### config.mk
export PLATFORM = sky130hd
export DESIGN_NAME = resize_grid_scheduler
export DESIGN_NICKNAME = d
export VERILOG_FILES = /design/src/rtl/resize_grid_scheduler.sv
export SDC_FILE = /design/constraint.sdc
export NUM_CORES = 1
export LEC_CHECK = 0
export ABC_AREA = 1
export BUFFER_PORTS_ARGS = -buffer_cell sky130_fd_sc_hd__buf_2
export CORE_ASPECT_RATIO = 0.8
export CORE_MARGIN = 1
export CORE_UTILIZATION = 54
export DETAILED_ROUTE_END_ITERATION = 7
export PLACE_DENSITY = 0.88
export SYNTH_ARGS = -nofsm -noshare
export SYNTH_HDL_FRONTEND = slang
export SYNTH_SLANG_ARGS = --single-unit
### constraint.sdc
create_clock -name CLK -period 3.6 [get_ports CLK]
set_input_delay 0.72 -clock CLK [delete_from_list [all_inputs] [get_ports CLK]]
set_output_delay 0.72 -clock CLK [all_outputs]
set_load 0.02 [all_outputs]
### src/rtl/resize_grid_scheduler.sv
// Walks the resize target grid in raster order and issues one command per target pixel.
// Source anchors and fractional remainders follow a DDA whose steps come from a serial divider.
module resize_grid_scheduler #(
    parameter int COORD_W = 7,
    parameter int TADDR_W = 12
) (
    input  logic               CLK,
    input  logic               RST_n,
    input  logic               start,
    input  logic [COORD_W-1:0] H0,
    input  logic [COORD_W-1:0] V0,
    input  logic [4:0]         SW,
    input  logic [4:0]         SH,
    input  logic [5:0]         TW,
    input  logic [5:0]         TH,
    output logic               cmd_valid,
    input  logic               cmd_ready,
    output logic [COORD_W-1:0] src_col,
    output logic [COORD_W-1:0] src_row,
    output logic [5:0]         frac_h,
    output logic [5:0]         frac_v,
    output logic [TADDR_W-1:0] tgt_addr,
    output logic               row_first,
    output logic               row_last,
    output logic               busy,
    output logic               done,
    output logic [1:0]         o_dbg_state
);

    typedef enum logic [1:0] {
        S_IDLE  = 2'd0,
        S_PREP  = 2'd1,
        S_ISSUE = 2'd2,
        S_DONE  = 2'd3
    } state_t;

    state_t r_state;
    state_t w_state_nxt;

    logic [COORD_W-1:0] r_h0;
    logic [COORD_W-1:0] r_v0;
    logic [5:0]         r_dh;
    logic [5:0]         r_dv;
    logic [4:0]         r_step_q_h;
    logic [4:0]         r_step_q_v;
    logic [5:0]         r_step_r_h;
    logic [5:0]         r_step_r_v;
    logic [COORD_W-1:0] r_quot_h;
    logic [COORD_W-1:0] r_quot_v;
    logic [5:0]         r_rem_h;
    logic [5:0]         r_rem_v;
    logic [5:0]         r_col;
    logic [5:0]         r_row;
    logic [TADDR_W-1:0] r_addr;

    logic       w_fin_h;
    logic       w_fin_v;
    logic       w_hs;
    logic       w_last_col;
    logic       w_last_row;
    logic [6:0] w_sum_h;
    logic [6:0] w_sum_v;
    logic       w_wrap_h;
    logic       w_wrap_v;
    logic [5:0] w_rem_h_nxt;
    logic [5:0] w_rem_v_nxt;

    // A zero divisor (single-pixel target axis) has nothing to divide.
    assign w_fin_h = (r_dh == 6'd0) || (r_step_r_h < r_dh);
    assign w_fin_v = (r_dv == 6'd0) || (r_step_r_v < r_dv);

    assign w_hs       = cmd_valid && cmd_ready;
    assign w_last_col = (r_col == r_dh);
    assign w_last_row = (r_row == r_dv);

    // Remainders stay below the divisor, so the 6-bit modular result is exact.
    assign w_sum_h     = {1'b0, r_rem_h} + {1'b0, r_step_r_h};
    assign w_sum_v     = {1'b0, r_rem_v} + {1'b0, r_step_r_v};
    assign w_wrap_h    = (w_sum_h >= {1'b0, r_dh});
    assign w_wrap_v    = (w_sum_v >= {1'b0, r_dv});
    assign w_rem_h_nxt = w_wrap_h ? (r_rem_h + r_step_r_h - r_dh) : (r_rem_h + r_step_r_h);
    assign w_rem_v_nxt = w_wrap_v ? (r_rem_v + r_step_r_v - r_dv) : (r_rem_v + r_step_r_v);

    always_ff @(posedge CLK or negedge RST_n) begin
        if (!RST_n) begin
            r_state <= S_IDLE;
        end else begin
            r_state <= w_state_nxt;
        end
    end

    always_comb begin
        w_state_nxt = r_state;
        cmd_valid   = 1'b0;
        busy        = 1'b0;
        done        = 1'b0;
        case (r_state)
            S_IDLE: begin
                if (start) w_state_nxt = S_PREP;
            end
            S_PREP: begin
                busy = 1'b1;
                if (w_fin_h && w_fin_v) w_state_nxt = S_ISSUE;
            end
            S_ISSUE: begin
                busy      = 1'b1;
                cmd_valid = 1'b1;
                if (cmd_ready && w_last_col && w_last_row) w_state_nxt = S_DONE;
            end
            S_DONE: begin
                done        = 1'b1;
                w_state_nxt = S_IDLE;
            end
            default: w_state_nxt = S_IDLE;
        endcase
    end

    always_ff @(posedge CLK or negedge RST_n) begin
        if (!RST_n) begin
            r_h0       <= '0;
            r_v0       <= '0;
            r_dh       <= '0;
            r_dv       <= '0;
            r_step_q_h <= '0;
            r_step_q_v <= '0;
            r_step_r_h <= '0;
            r_step_r_v <= '0;
            r_quot_h   <= '0;
            r_quot_v   <= '0;
            r_rem_h    <= '0;
            r_rem_v    <= '0;
            r_col      <= '0;
            r_row      <= '0;
            r_addr     <= '0;
        end else begin
            case (r_state)
                S_IDLE: begin
                    if (start) begin
                        r_h0       <= H0;
                        r_v0       <= V0;
                        r_dh       <= TW - 6'd1;
                        r_dv       <= TH - 6'd1;
                        r_step_q_h <= '0;
                        r_step_q_v <= '0;
                        r_step_r_h <= (TW == 6'd1) ? 6'd0 : {1'b0, SW - 5'd1};
                        r_step_r_v <= (TH == 6'd1) ? 6'd0 : {1'b0, SH - 5'd1};
                        r_quot_h   <= '0;
                        r_quot_v   <= '0;
                        r_rem_h    <= '0;
                        r_rem_v    <= '0;
                        r_col      <= '0;
                        r_row      <= '0;
                        r_addr     <= '0;
                    end
                end
                S_PREP: begin
                    if (!w_fin_h) begin
                        r_step_r_h <= r_step_r_h - r_dh;
                        r_step_q_h <= r_step_q_h + 5'd1;
                    end
                    if (!w_fin_v) begin
                        r_step_r_v <= r_step_r_v - r_dv;
                        r_step_q_v <= r_step_q_v + 5'd1;
                    end
                end
                S_ISSUE: begin
                    if (w_hs) begin
                        r_addr <= r_addr + 1'b1;
                        if (w_last_col) begin
                            r_col    <= '0;
                            r_quot_h <= '0;
                            r_rem_h  <= '0;
                            r_row    <= r_row + 6'd1;
                            r_rem_v  <= w_rem_v_nxt;
                            r_quot_v <= r_quot_v + COORD_W'(r_step_q_v) + COORD_W'(w_wrap_v);
                        end else begin
                            r_col    <= r_col + 6'd1;
                            r_rem_h  <= w_rem_h_nxt;
                            r_quot_h <= r_quot_h + COORD_W'(r_step_q_h) + COORD_W'(w_wrap_h);
                        end
                    end
                end
                default: ;
            endcase
        end
    end

    assign src_col     = r_h0 + r_quot_h;
    assign src_row     = r_v0 + r_quot_v;
    assign frac_h      = r_rem_h;
    assign frac_v      = r_rem_v;
    assign tgt_addr    = r_addr;
    assign row_first   = cmd_valid && (r_col == 6'd0);
    assign row_last    = cmd_valid && w_last_col;
    assign o_dbg_state = r_state;

endmodule
==> out/metrics.csv, run 1 <==
stage,metric,value,unit
timing,slew_headroom,33.2,%
global_route,grt_overflow,0,
worst_setup_path,worst_ep_arrival_time,3.69,ns
timing,min_period,3.42,ns
route,wl,19000,um
route,wl_per_cell,14.4,um
die,fp.dieH,109,um
layout,area_growth,16.2,%
yosys,synth_xor_area_share,6.24,%
timing,finClkSkew,0.0188,ns
timing,holdWs,0.465,ns
global_route,grt_pass1_vias,6594,
die,core,13700,um^2
die,dieArea,14800,um^2
power,powerDensity,922,nW/um^2
place,place.gp.congestion,0.923,
layout,final_cell_area,8980,um^2
yosys,ys_ff_latch,100,
clock_network,cts_tree,built,
status,outcome,finished clean,
clock_network,cts_root_buf,clkbuf_16,
clock_network,cts_hold_buf,0,
die,initial_core_util,56.2,%
yosys,synth_cell_types,36,
timing,rsz0062_at_grt,true,
worst_setup_path,r2r_slack,0.18,ns
route,drtIter0Drc,460,
yosys,synthAdderAreaFrac,14.8,%
timing,hold_viol,0,
worst_setup_path,required,3.87,ns
place,port_buffers,84,
yosys,syn_avg_cell_area,7.49,um^2
yosys,yosysMostFrequentCell,nand2_1,
yosys,ys_warn_count,0,
layout,final_core_util,65.3,%
global_route,grt_max_degree,67,
power,finalPower,0.00828,W
global_route,antenna_found_initial,0,
yosys,yosys.area.top_type_share,32.4,%
layout,nets,1263,
yosys,syn_nets,1156,
clock_network,clkLatencyLatePin,0.36,ns
route,via_per_inst,5.44,
yosys,netlist_instances,1032,
route,first_pass_iters,5,
power,power_leakage,4.81,nW
yosys,ys_seq_area_share,32.4,%
yosys,yosysTopAreaCell,dfrtp_1,
yosys,synth_edf_count,0,
yosys,async_flop_share,100,%
timing,fin_crit_sh,94.9,%
clock_network,cts_buffers,9,
place,placed_area,8420,um^2
clock_network,htreeDepth,3,
place,hpwlAfterDp,13900,um
worst_setup_path,crit_type,register to register,
worst_setup_path,start_kind,register,
yosys,synth_mux_area_share,0.130,%
global_route,grt_pass1_wl,30600,um
yosys,synth_compound_area_share,9.23,%
min_path,min_path_type,input port to asynchronous set/reset pin,
route,via_count,7200,
yosys,synth_area_leaders,"dfrtp_1, nand2_1, ha_1",
yosys,yosys-top-cells-count,"nand2_1, inv_1, dfrtp_1",
timing,finalSetupViolCount,0,
worst_setup_path,cp_max_fo,3,
layout,diodes,0,
clock_network,clock_path_buffers,2,
route,drc,0,
worst_setup_path,endpoint_kind,register,
die,ioPinCount,85,
power,peakVddDrop,0.000597,V
clock_network,numClockSinks,100,
global_route,grt.total_usage,26.2,%
yosys,yosys_most_used_dff,dfrtp_1,
die,rows,38,
yosys,yosys.area_share.simple,28.9,%
timing,tightest_slew,1.00,ns
timing,fmax,293,MHz
layout,layout-drive-gt1-share,19.1,%
timing,slew_viol_final,0,
die,die_x,136,um
clock_network,cts.reportedPaths.clkPinSlew,0.08,ns
place,place_inst,1295,
layout,stdcell_count,1324,
yosys,synth_top_family_by_area,simple AND/OR/NAND/NOR gates,
yosys,netlist_area,7720,um^2
route,antenna_left,0,
run,maxCapViolCount,0,
[cell type report]
cell class | count | area, um^2
Inverter | 144 | 541
Timing Repair Buffer | 113 | 641
Clock inverter | 7 | 73.8
Clock buffer | 9 | 225
Fill cell | 1108 | 4760
Sequential cell | 100 | 2510
Tap cell | 180 | 225
Multi-Input combinational cell | 771 | 4760
[cells by family after synthesis]
family,count (synthesis)
AND/OR/NAND/NOR,508
XOR/XNOR,55
AO/OA/AOI/OAI,123
flip-flops,100
multiplexers,1
buffers and inverters,161
adder cells (fa/ha/maj),84
[critical path: stages (launching register included)]
cell      delay [ns]
dfrtp_2         0.37
ha_2            0.18
inv_1           0.05
fa_2            0.35
inv_1           0.06
nand3_1         0.07
nand2_2         0.10
xor2_2          0.18
inv_2           0.07
ha_4            0.23
a21oi_2         0.17
o21bai_2        0.09
nor2_4          0.12
nand2_2         0.06
inv_1           0.06
fa_2            0.20
inv_2           0.06
fa_2            0.36
buf_4           0.15
nand4_1         0.11
nand3_1         0.09
nand2_1         0.06
nand3_1         0.06
o21ai_1         0.11
[metal layers]
layer	vias up	share of wire [%]	track usage, %
li1	3547	-	-
met1	3360	44	33.9
met2	238	48	44.6
met3	55	5.4	4.14
met4	0	2.8	8.91
met5	-	0	0
[power by group]
part           switching [W]  internal (W)
Clock               0.000491      0.000493
Sequential          0.000346       0.00143
Combinational        0.00342       0.00210
Total                0.00426       0.00402
[worst paths after layout]
path / start / to / depth (start not counted)
max in group asynchronous: RST_n / r_col[5] / 2
min: RST_n / frac_h[5] / 1
max: frac_v[0] / r_quot_v[6] / 23
min in group CLK: r_v0[5] / r_v0[5] / 2
min reg2reg: r_v0[5] / r_v0[5] / 2
max reg2reg: frac_v[0] / r_quot_v[6] / 23
[flip-flops by register name, summed over array words and instances (netlist names), 5 cells and up]
register    count
r_quot_h        7
r_dv            6
frac_v          6
r_quot_v        7
r_v0            7
r_row           6
r_col           6
r_dh            6
frac_h          6
r_step_q_h      5
r_h0            7
r_step_r_v      6
tgt_addr       12
r_step_r_h      6
r_step_q_v      5
[through the flow]
| stage | TNS [ns] | setup slack (ns) |
|---|---|---|
| 6_report | 0 | 0.182 |
| 5_1_grt | -0.138 | -0.0592 |
| 4_1_cts | 0 | 0.00551 |
| 3_5_place_dp | -0.0708 | -0.0708 |
| 3_3_place_gp | 0 | 0.0859 |
| 2_1_floorplan | 0 | 0.0114 |
[placed cells by master (no fill, tap or decap), drive strengths merged]
master      n
a21oi      42
a22o        1
a31oi       2
buf       113
clkbuf      9
clkinv      1
clkinvlp    2
dfrtp     100
fa         12
ha         72
inv       148
mux2i       1
nand2     307
nand3      86
nand3b      3
nand4      23
nor2       62
nor3       18
nor4        1
o21ai      64
o21bai      5
o22ai       9
or2         8
xnor2      22
xor2       33
[what timing repair did]
item / in CTS / in global routing
pin swaps: 4 / 11
setup buffers: 8 / 5
hold endpoints to repair: 0 / 0
setup endpoints to repair: 2 / 9
resized for setup: 8 / 25
No activity file was read; power rests on OpenSTA's default activity.
==> run 2: changes to the inputs <==
Settings changed: ABC_AREA 1 to not set, PLACE_DENSITY 0.88 to 0.89.
==> run 2 against run 1 <==
  * The flow now finishes with violations (negative setup slack)
  * Synthesized area shrank 6.2%
  * Cell area shrank 3.3%
  * Non-clock buffer count grew 23
  * Maximum frequency shrank 11%
  * Sequential power shrank 16%
  * Sequential share of layout area grew 0.96 points
  * Final cell count shrank 17%
  * Synthesized cell count shrank 23%
  * Worst hold slack lost 0.054 ns
  * Combinational power shrank 68%
  * Die area shrank 6.1%
  * Largest power group unchanged
  * Critical endpoint unchanged
==> out/metrics.csv, run 2 <==
stage,metric,value,unit,change
status,outcome,finished with violations,,
status,violations,negative setup slack,,
worst_setup_path,crit_type,register to register,,
place,port_buffers,84,,unchanged
clock_network,clkLatencyLatePin,0.35,ns,about the same
yosys,ys_seq_area_share,34.5,%,+2.1 points
yosys,netlist_instances,797,,-23%
die,initial_core_util,55.9,%,-0.30 points
layout,area_growth,19.8,%,
route,via_count,6348,,-12%
timing,hold_viol,0,,unchanged
route,antenna_left,0,,unchanged
clock_network,cts_buffers,9,,unchanged
die,core,13000,um^2,-5.7%
min_path,min_path_type,input port to asynchronous set/reset pin,,
power,power_leakage,4.21,nW,-12%
route,drtIter0Drc,404,,-12%
timing,slew_viol_final,0,,unchanged
yosys,syn_avg_cell_area,9.09,um^2,+21%
yosys,synth_area_leaders,"dfrtp_1, ha_1, xor2_1",,
layout,stdcell_count,1104,,-17%
worst_setup_path,r2r_end,r_quot_v[6],,
timing,setup_ws,-0.242,ns,-0.424 ns
yosys,ys_warn_count,0,,unchanged
layout,final_common_cell,dfrtp_1,,
worst_setup_path,worst_ep_arrival_time,4.08,ns,+0.39 ns
clock_network,cts_hold_buf,0,,unchanged
worst_setup_path,r2r-start,r_step_r_v[0],,
timing,fin_crit_sh,107,%,+12 points
die,dieArea,13900,um^2,-6.1%
worst_setup_path,critPathSlowestCell,fa_2,,
route,wl,18000,um,-5.2%
clock_network,numClockSinks,100,,unchanged
layout,final_core_util,67.0,%,+1.7 points
yosys,yosys.area.top_type_share,34.5,%,+2.1 points
worst_setup_path,cpLargestDelayFamily,adder cells,,
yosys,syn_nets,921,,-20%
power,finalPower,0.00418,W,-49%
worst_setup_path,critPathMaxStageDelay,0.40,ns,+0.03 ns
worst_setup_path,r2r_slack,-0.24,ns,-0.42 ns
global_route,antenna_found_initial,0,,unchanged
timing,min_period,3.84,ns,+0.424 ns
layout,regArea,2510,um^2,about the same
die,rows,37,,-2.6%
global_route,grt.total_usage,27.2,%,+1.1 points
yosys,yosys_most_used_dff,dfrtp_1,,
timing,fin_tns_setup,-0.568,ns,-0.568 ns
global_route,grt_max_degree,54,,-19%
die,fp.dieH,106,um,-3.1%
layout,multiInputGateArea,4570,um^2,-4.1%
yosys,yosysTopAreaCell,dfrtp_1,,
route,drc,0,,unchanged
worst_setup_path,cp_max_fo,2,,-1
timing,tightest_slew,0.710,ns,-0.292 ns
yosys,yosys-top-cells-count,"dfrtp_1, ha_1, inv_1",,
clock_network,cts_root_buf,clkbuf_16,,
worst_setup_path,ff2ff_path_depth,20,,-13%
route,via_per_inst,5.75,,+5.7%
clock_network,htreeDepth,3,,unchanged
timing,finalSetupViolCount,4,,+4
layout,nets,1048,,-17%
global_route,grt_overflow,0,,unchanged
worst_setup_path,critical_path_buf_inv_count,2,,-4
yosys,synth_cell_types,65,,+81%
route,first_pass_iters,5,,unchanged
clock_network,cts.reportedPaths.clkPinSlew,0.07,ns,about the same
place,place_inst,1080,,-17%
worst_setup_path,start_kind,register,,
timing,slew_headroom,52.7,%,+19 points
layout,nFillCells,1013,,-8.6%
die,die_x,132,um,-3.1%
route,wl_per_cell,16.3,um,+14%
global_route,grt_pass1_vias,6291,,-4.6%
layout,largest_register_ffs,12,,unchanged
place,pre_cts_ws,-0.243,ns,-0.172 ns
yosys,yosysMostFrequentCell,dfrtp_1,,
layout,diodes,0,,unchanged
clock_network,clock_path_buffers,2,,unchanged
power,peakVddDrop,0.000379,V,-37%
layout,final_cell_mix,"dfrtp_1, buf_2, inv_1, nor2_1, ha_1",,
clock_network,cts_tree,built,,
layout,layout-drive-gt1-share,23.6,%,+4.4 points
run,maxCapViolCount,0,,unchanged
worst_setup_path,path_cells,ha_4 -> inv_2 -> fa_2 -> nor2b_4 -> nor3_4 -> a2bb2oi_2 -> ha_1 -> and2_4 -> o21ai_2 -> o21ai_2 -> a2111oi_4 -> fa_2 -> inv_2 -> fa_2 -> a21o_1 -> a21oi_2 -> nor2b_2 -> o21ai_2 -> or3_1 -> a21oi_1,,
yosys,synth_edf_count,0,,unchanged
yosys,ys_ff_latch,100,,unchanged
power,powerDensity,482,nW/um^2,-48%
worst_setup_path,endpoint_kind,register,,
place,place.gp.congestion,0.892,,-3.3%
place,hpwlAfterDp,13100,um,-5.8%
global_route,grt_pass1_wl,30200,um,-1.2%
timing,rsz0062_at_grt,true,,
timing,fmax,260,MHz,-11%
timing,finClkSkew,0.00526,ns,-0.0136 ns
yosys,async_flop_share,100,%,unchanged
die,ioPinCount,85,,unchanged
worst_setup_path,required,3.84,ns,-0.03 ns
yosys,netlist_area,7250,um^2,-6.2%
[run 2: cell count changes after synthesis, moves of 11 or more]
cell and delta:
inv_1 -61, inv_2 -11, mux2_2 +16, mux2i_1 +13
nand2_1 -245, nand3_1 -61, nand4_1 -15, nor2_1 +11
nor2b_1 +19, o21ai_0 +16, o21ai_2 -18
[run 2: metal layers]
| metal | vias up | part of all wire (%) | GRT usage, % |
|---|---|---|---|
| li1 | 3062 | - | - |
| met3 | 24 | 7.1 | 5.05 |
| met5 | - | 0 | 0 |
| met4 | 0 | 1.4 | 8.06 |
| met2 | 265 | 46 | 44.7 |
| met1 | 2997 | 45 | 36.6 |
[run 2: how the worst max path moves through the flow]
stage | startpoint | to | slack, ns | cells after the start
final | r_step_r_v[0] | r_quot_v[6] | -0.24 | 20
after global routing | r_step_r_v[0] | r_quot_v[6] | -0.40 | 20
after CTS | r_step_r_v[0] | r_quot_v[6] | -0.32 | 20
after detailed placement | r_step_r_v[0] | r_quot_v[6] | -0.24 | 20
after global placement | r_step_r_v[0] | r_quot_v[6] | -0.11 | 20
after floorplan | frac_v[0] | r_quot_v[6] | -0.38 | 20
[run 2: area by class of cell]
class                           count  area share (%)
Clock buffer                        9            2.59
Clock inverter                      7           0.706
Inverter                           72            3.11
Multi-Input combinational cell    605            52.6
Sequential cell                   100            28.9
Tap cell                          175            2.52
Timing Repair Buffer              136            9.55
[run 2: cell families (layout without fill, tap and decap cells)]
logic type	Yosys count	in the layout	share of synthesized area (%)
multiplexers	30	30	4.42
adder cells (fa/ha/maj)	84	84	15.7
buffers and inverters	92	224	4.90
AND/OR/NAND/NOR	234	234	15.7
XOR/XNOR	66	66	7.98
AO/OA/AOI/OAI	191	191	16.7
flip-flops	100	100	34.5
[run 2: what timing repair did]
item	in CTS	in global routing
endpoints found under the setup margin	5	8
gates resized for setup	13	18
setup buffers	3	5
pin swaps	18	18
[run 2: through the flow]
step / hold WS [ns] / instance area (um^2)
after CTS: 0.443 / 8590
after global placement: 0.495 / 8230
after detailed placement: 0.501 / 8230
final: 0.411 / 8680
after global routing: 0.472 / 8680
after floorplan: 0.424 / 7330
[run 2: power breakdown]
group | switching, W | internal [W] | leakage (nW)
logic | 0.000961 | 0.000796 | 2.79
clock network | 0.000468 | 0.000481 | 0.139
registers | 0.000196 | 0.00128 | 1.28
total | 0.00162 | 0.00256 | 4.21
==> run 3: changes to the inputs <==
Settings changed: SKIP_CTS_REPAIR_TIMING set to 1.
==> run 3 against run 2 <==
  * The flow still finishes with violations (negative setup slack)
  * Final cell count is 0.27% lower
  * Via count is 0.55% higher
  * Core utilization is 0.34 points lower
  * Largest cell class unchanged
  * Highest routed layer unchanged
==> out/metrics.csv, run 3 (synthesis gave the netlist of run 2 again) <==
stage,metric,value,unit,change
status,outcome,finished with violations,,
status,violations,negative setup slack,,
worst_setup_path,r2r-start,r_step_r_v[0],,
timing,setup_ws,-0.376,ns,-0.134 ns
global_route,grt_overflow,0,,unchanged
route,first_pass_iters,5,,unchanged
layout,final_common_cell,dfrtp_1,,
layout,stdcell_count,1101,,-0.27%
timing,finalSetupViolCount,4,,unchanged
die,die_x,132,um,unchanged
layout,diodes,0,,unchanged
place,place_inst,1080,,unchanged
worst_setup_path,critPathMaxStageDelay,0.42,ns,+0.02 ns
clock_network,numClockSinks,100,,unchanged
global_route,grt_pass1_vias,6223,,-1.1%
clock_network,clkLatencyLatePin,0.35,ns,about the same
clock_network,cts_buffers,9,,unchanged
min_path,min_path_type,input port to asynchronous set/reset pin,,
route,via_count,6383,,+0.55%
layout,layout-drive-gt1-share,23.0,%,-0.57 points
die,core,13000,um^2,unchanged
clock_network,clock_path_buffers,2,,unchanged
die,initial_core_util,55.9,%,unchanged
timing,finClkSkew,0.00633,ns,+0.00107 ns
worst_setup_path,crit_top_cell,fa_2,,
place,pre_cts_ws,-0.243,ns,unchanged
worst_setup_path,path_cells,ha_4 -> inv_2 -> fa_2 -> nor2b_4 -> nor3_2 -> a2bb2oi_2 -> ha_1 -> and2_4 -> o21ai_2 -> o21ai_2 -> a2111oi_4 -> fa_2 -> inv_1 -> fa_2 -> a21o_1 -> a21oi_2 -> nor2b_2 -> o21ai_1 -> o21ai_1 -> a21oi_1,,
die,ioPinCount,85,,unchanged
timing,slew_viol_final,0,,unchanged
layout,largest_register_ffs,12,,unchanged
worst_setup_path,critPathSlowestCell,fa_2,,
worst_setup_path,worst_ep_arrival_time,4.26,ns,+0.18 ns
worst_setup_path,start_kind,register,,
worst_setup_path,cp_max_fo,2,,unchanged
place,hpwlAfterDp,13100,um,unchanged
power,power_leakage,4.20,nW,-0.41%
global_route,grt.total_usage,26.8,%,-0.40 points
worst_setup_path,crit_type,register to register,,
route,via_per_inst,5.80,,+0.83%
timing,hold_viol,0,,unchanged
timing,rsz0062_at_grt,true,,
layout,final_cell_mix,"dfrtp_1, buf_2, inv_1, nor2_1, ha_1",,
timing,fmax,252,MHz,-3.4%
worst_setup_path,required,3.88,ns,+0.04 ns
route,antenna_left,0,,unchanged
route,wl_per_cell,16.3,um,about the same
worst_setup_path,r2r_slack,-0.38,ns,-0.13 ns
place,port_buffers,84,,unchanged
layout,nFillCells,1020,,+0.69%
die,dieArea,13900,um^2,unchanged
global_route,grt_max_degree,54,,unchanged
worst_setup_path,endpoint_kind,register,,
clock_network,htreeDepth,3,,unchanged
clock_network,cts_tree,built,,
worst_setup_path,r2r_end,r_quot_v[6],,
clock_network,cts.reportedPaths.clkPinSlew,0.07,ns,about the same
die,fp.dieH,106,um,unchanged
timing,min_period,3.98,ns,+0.134 ns
timing,fin_crit_sh,110,%,+3.7 points
clock_network,cts_root_buf,clkbuf_16,,
power,peakVddDrop,0.000378,V,about the same
power,powerDensity,483,nW/um^2,+0.26%
route,wl,18000,um,-0.19%
layout,area_growth,19.2,%,
layout,nets,1045,,-0.29%
global_route,antenna_found_initial,0,,unchanged
worst_setup_path,ff2ff_path_depth,20,,unchanged
place,place.gp.congestion,0.892,,unchanged
route,drtIter0Drc,422,,+4.5%
die,rows,37,,unchanged
timing,slew_headroom,52.4,%,-0.27 points
run,maxCapViolCount,0,,unchanged
timing,tightest_slew,0.714,ns,+0.00407 ns
route,drc,0,,unchanged
global_route,grt_pass1_wl,29800,um,-1.3%
[run 3: cell types whose count changed in the layout (fill, tap and decap cells not counted), sizes merged]
cell	delta
buf	-3
[run 3: how the worst max path moves through the flow]
stage	startpoint	end	slack (ns)	depth (start not counted)
global placement	r_step_r_v[0]	r_quot_v[6]	-0.11	20
detailed placement	r_step_r_v[0]	r_quot_v[6]	-0.24	20
finish	r_step_r_v[0]	r_quot_v[6]	-0.38	20
global route	r_step_r_v[0]	r_quot_v[6]	-0.56	20
CTS	r_step_r_v[0]	r_quot_v[6]	-0.33	20
floorplan	frac_v[0]	r_quot_v[6]	-0.38	20
[run 3: metrics by stage]
step           setup TNS [ns]  util, %  total power, W  hold WS [ns]  cell area [um^2]
5_1_grt                 -1.88     66.7         0.00444         0.473              8640
3_5_place_dp           -0.534     63.5         0.00314         0.501              8230
3_3_place_gp           -0.123     63.5         0.00306         0.495              8230
4_1_cts                -0.829     65.7         0.00410         0.443              8520
6_report               -0.943     66.7         0.00417         0.412              8640
2_1_floorplan          -0.907        -         0.00260         0.424              7330
[run 3: worst max-delay path: cells and delay by family, from the launching register on]
kind                     cells  cell delay [ns]
AO/OA/AOI/OAI                9             1.49
adder cells (fa/ha/maj)      5             1.48
AND/OR/NAND/NOR              4             0.44
flip-flops                   1             0.40
buffers and inverters        2             0.09
[run 3: layer usage]
| layer | vias up | wire [um] | track usage (%) | part of all wire [%] |
|---|---|---|---|---|
| li1 | 3056 | - | - | - |
| met1 | 3017 | 8190 | 36.4 | 46 |
| met2 | 265 | 8240 | 43.6 | 46 |
| met3 | 45 | 1220 | 5.05 | 6.8 |
| met4 | 0 | 328 | 8.06 | 1.8 |
| met5 | - | 0 | 0 | 0 |
[run 3: where the power goes]
part | switching (W) | internal [W] | total [W]
clock | 0.000467 | 0.000481 | 0.000949
sequential | 0.000198 | 0.00128 | 0.00148
combinational | 0.000954 | 0.000791 | 0.00174
total | 0.00162 | 0.00255 | 0.00417
[run 3: final cells by class]
cell class	count	area [um^2]	share of cell area (%)
Sequential cell	100	2510	29.0
Tap cell	175	219	2.53
Multi-Input combinational cell	605	4550	52.7
Clock buffer	9	225	2.61
Clock inverter	7	61.3	0.710
Inverter	72	270	3.13
Timing Repair Buffer	133	803	9.30
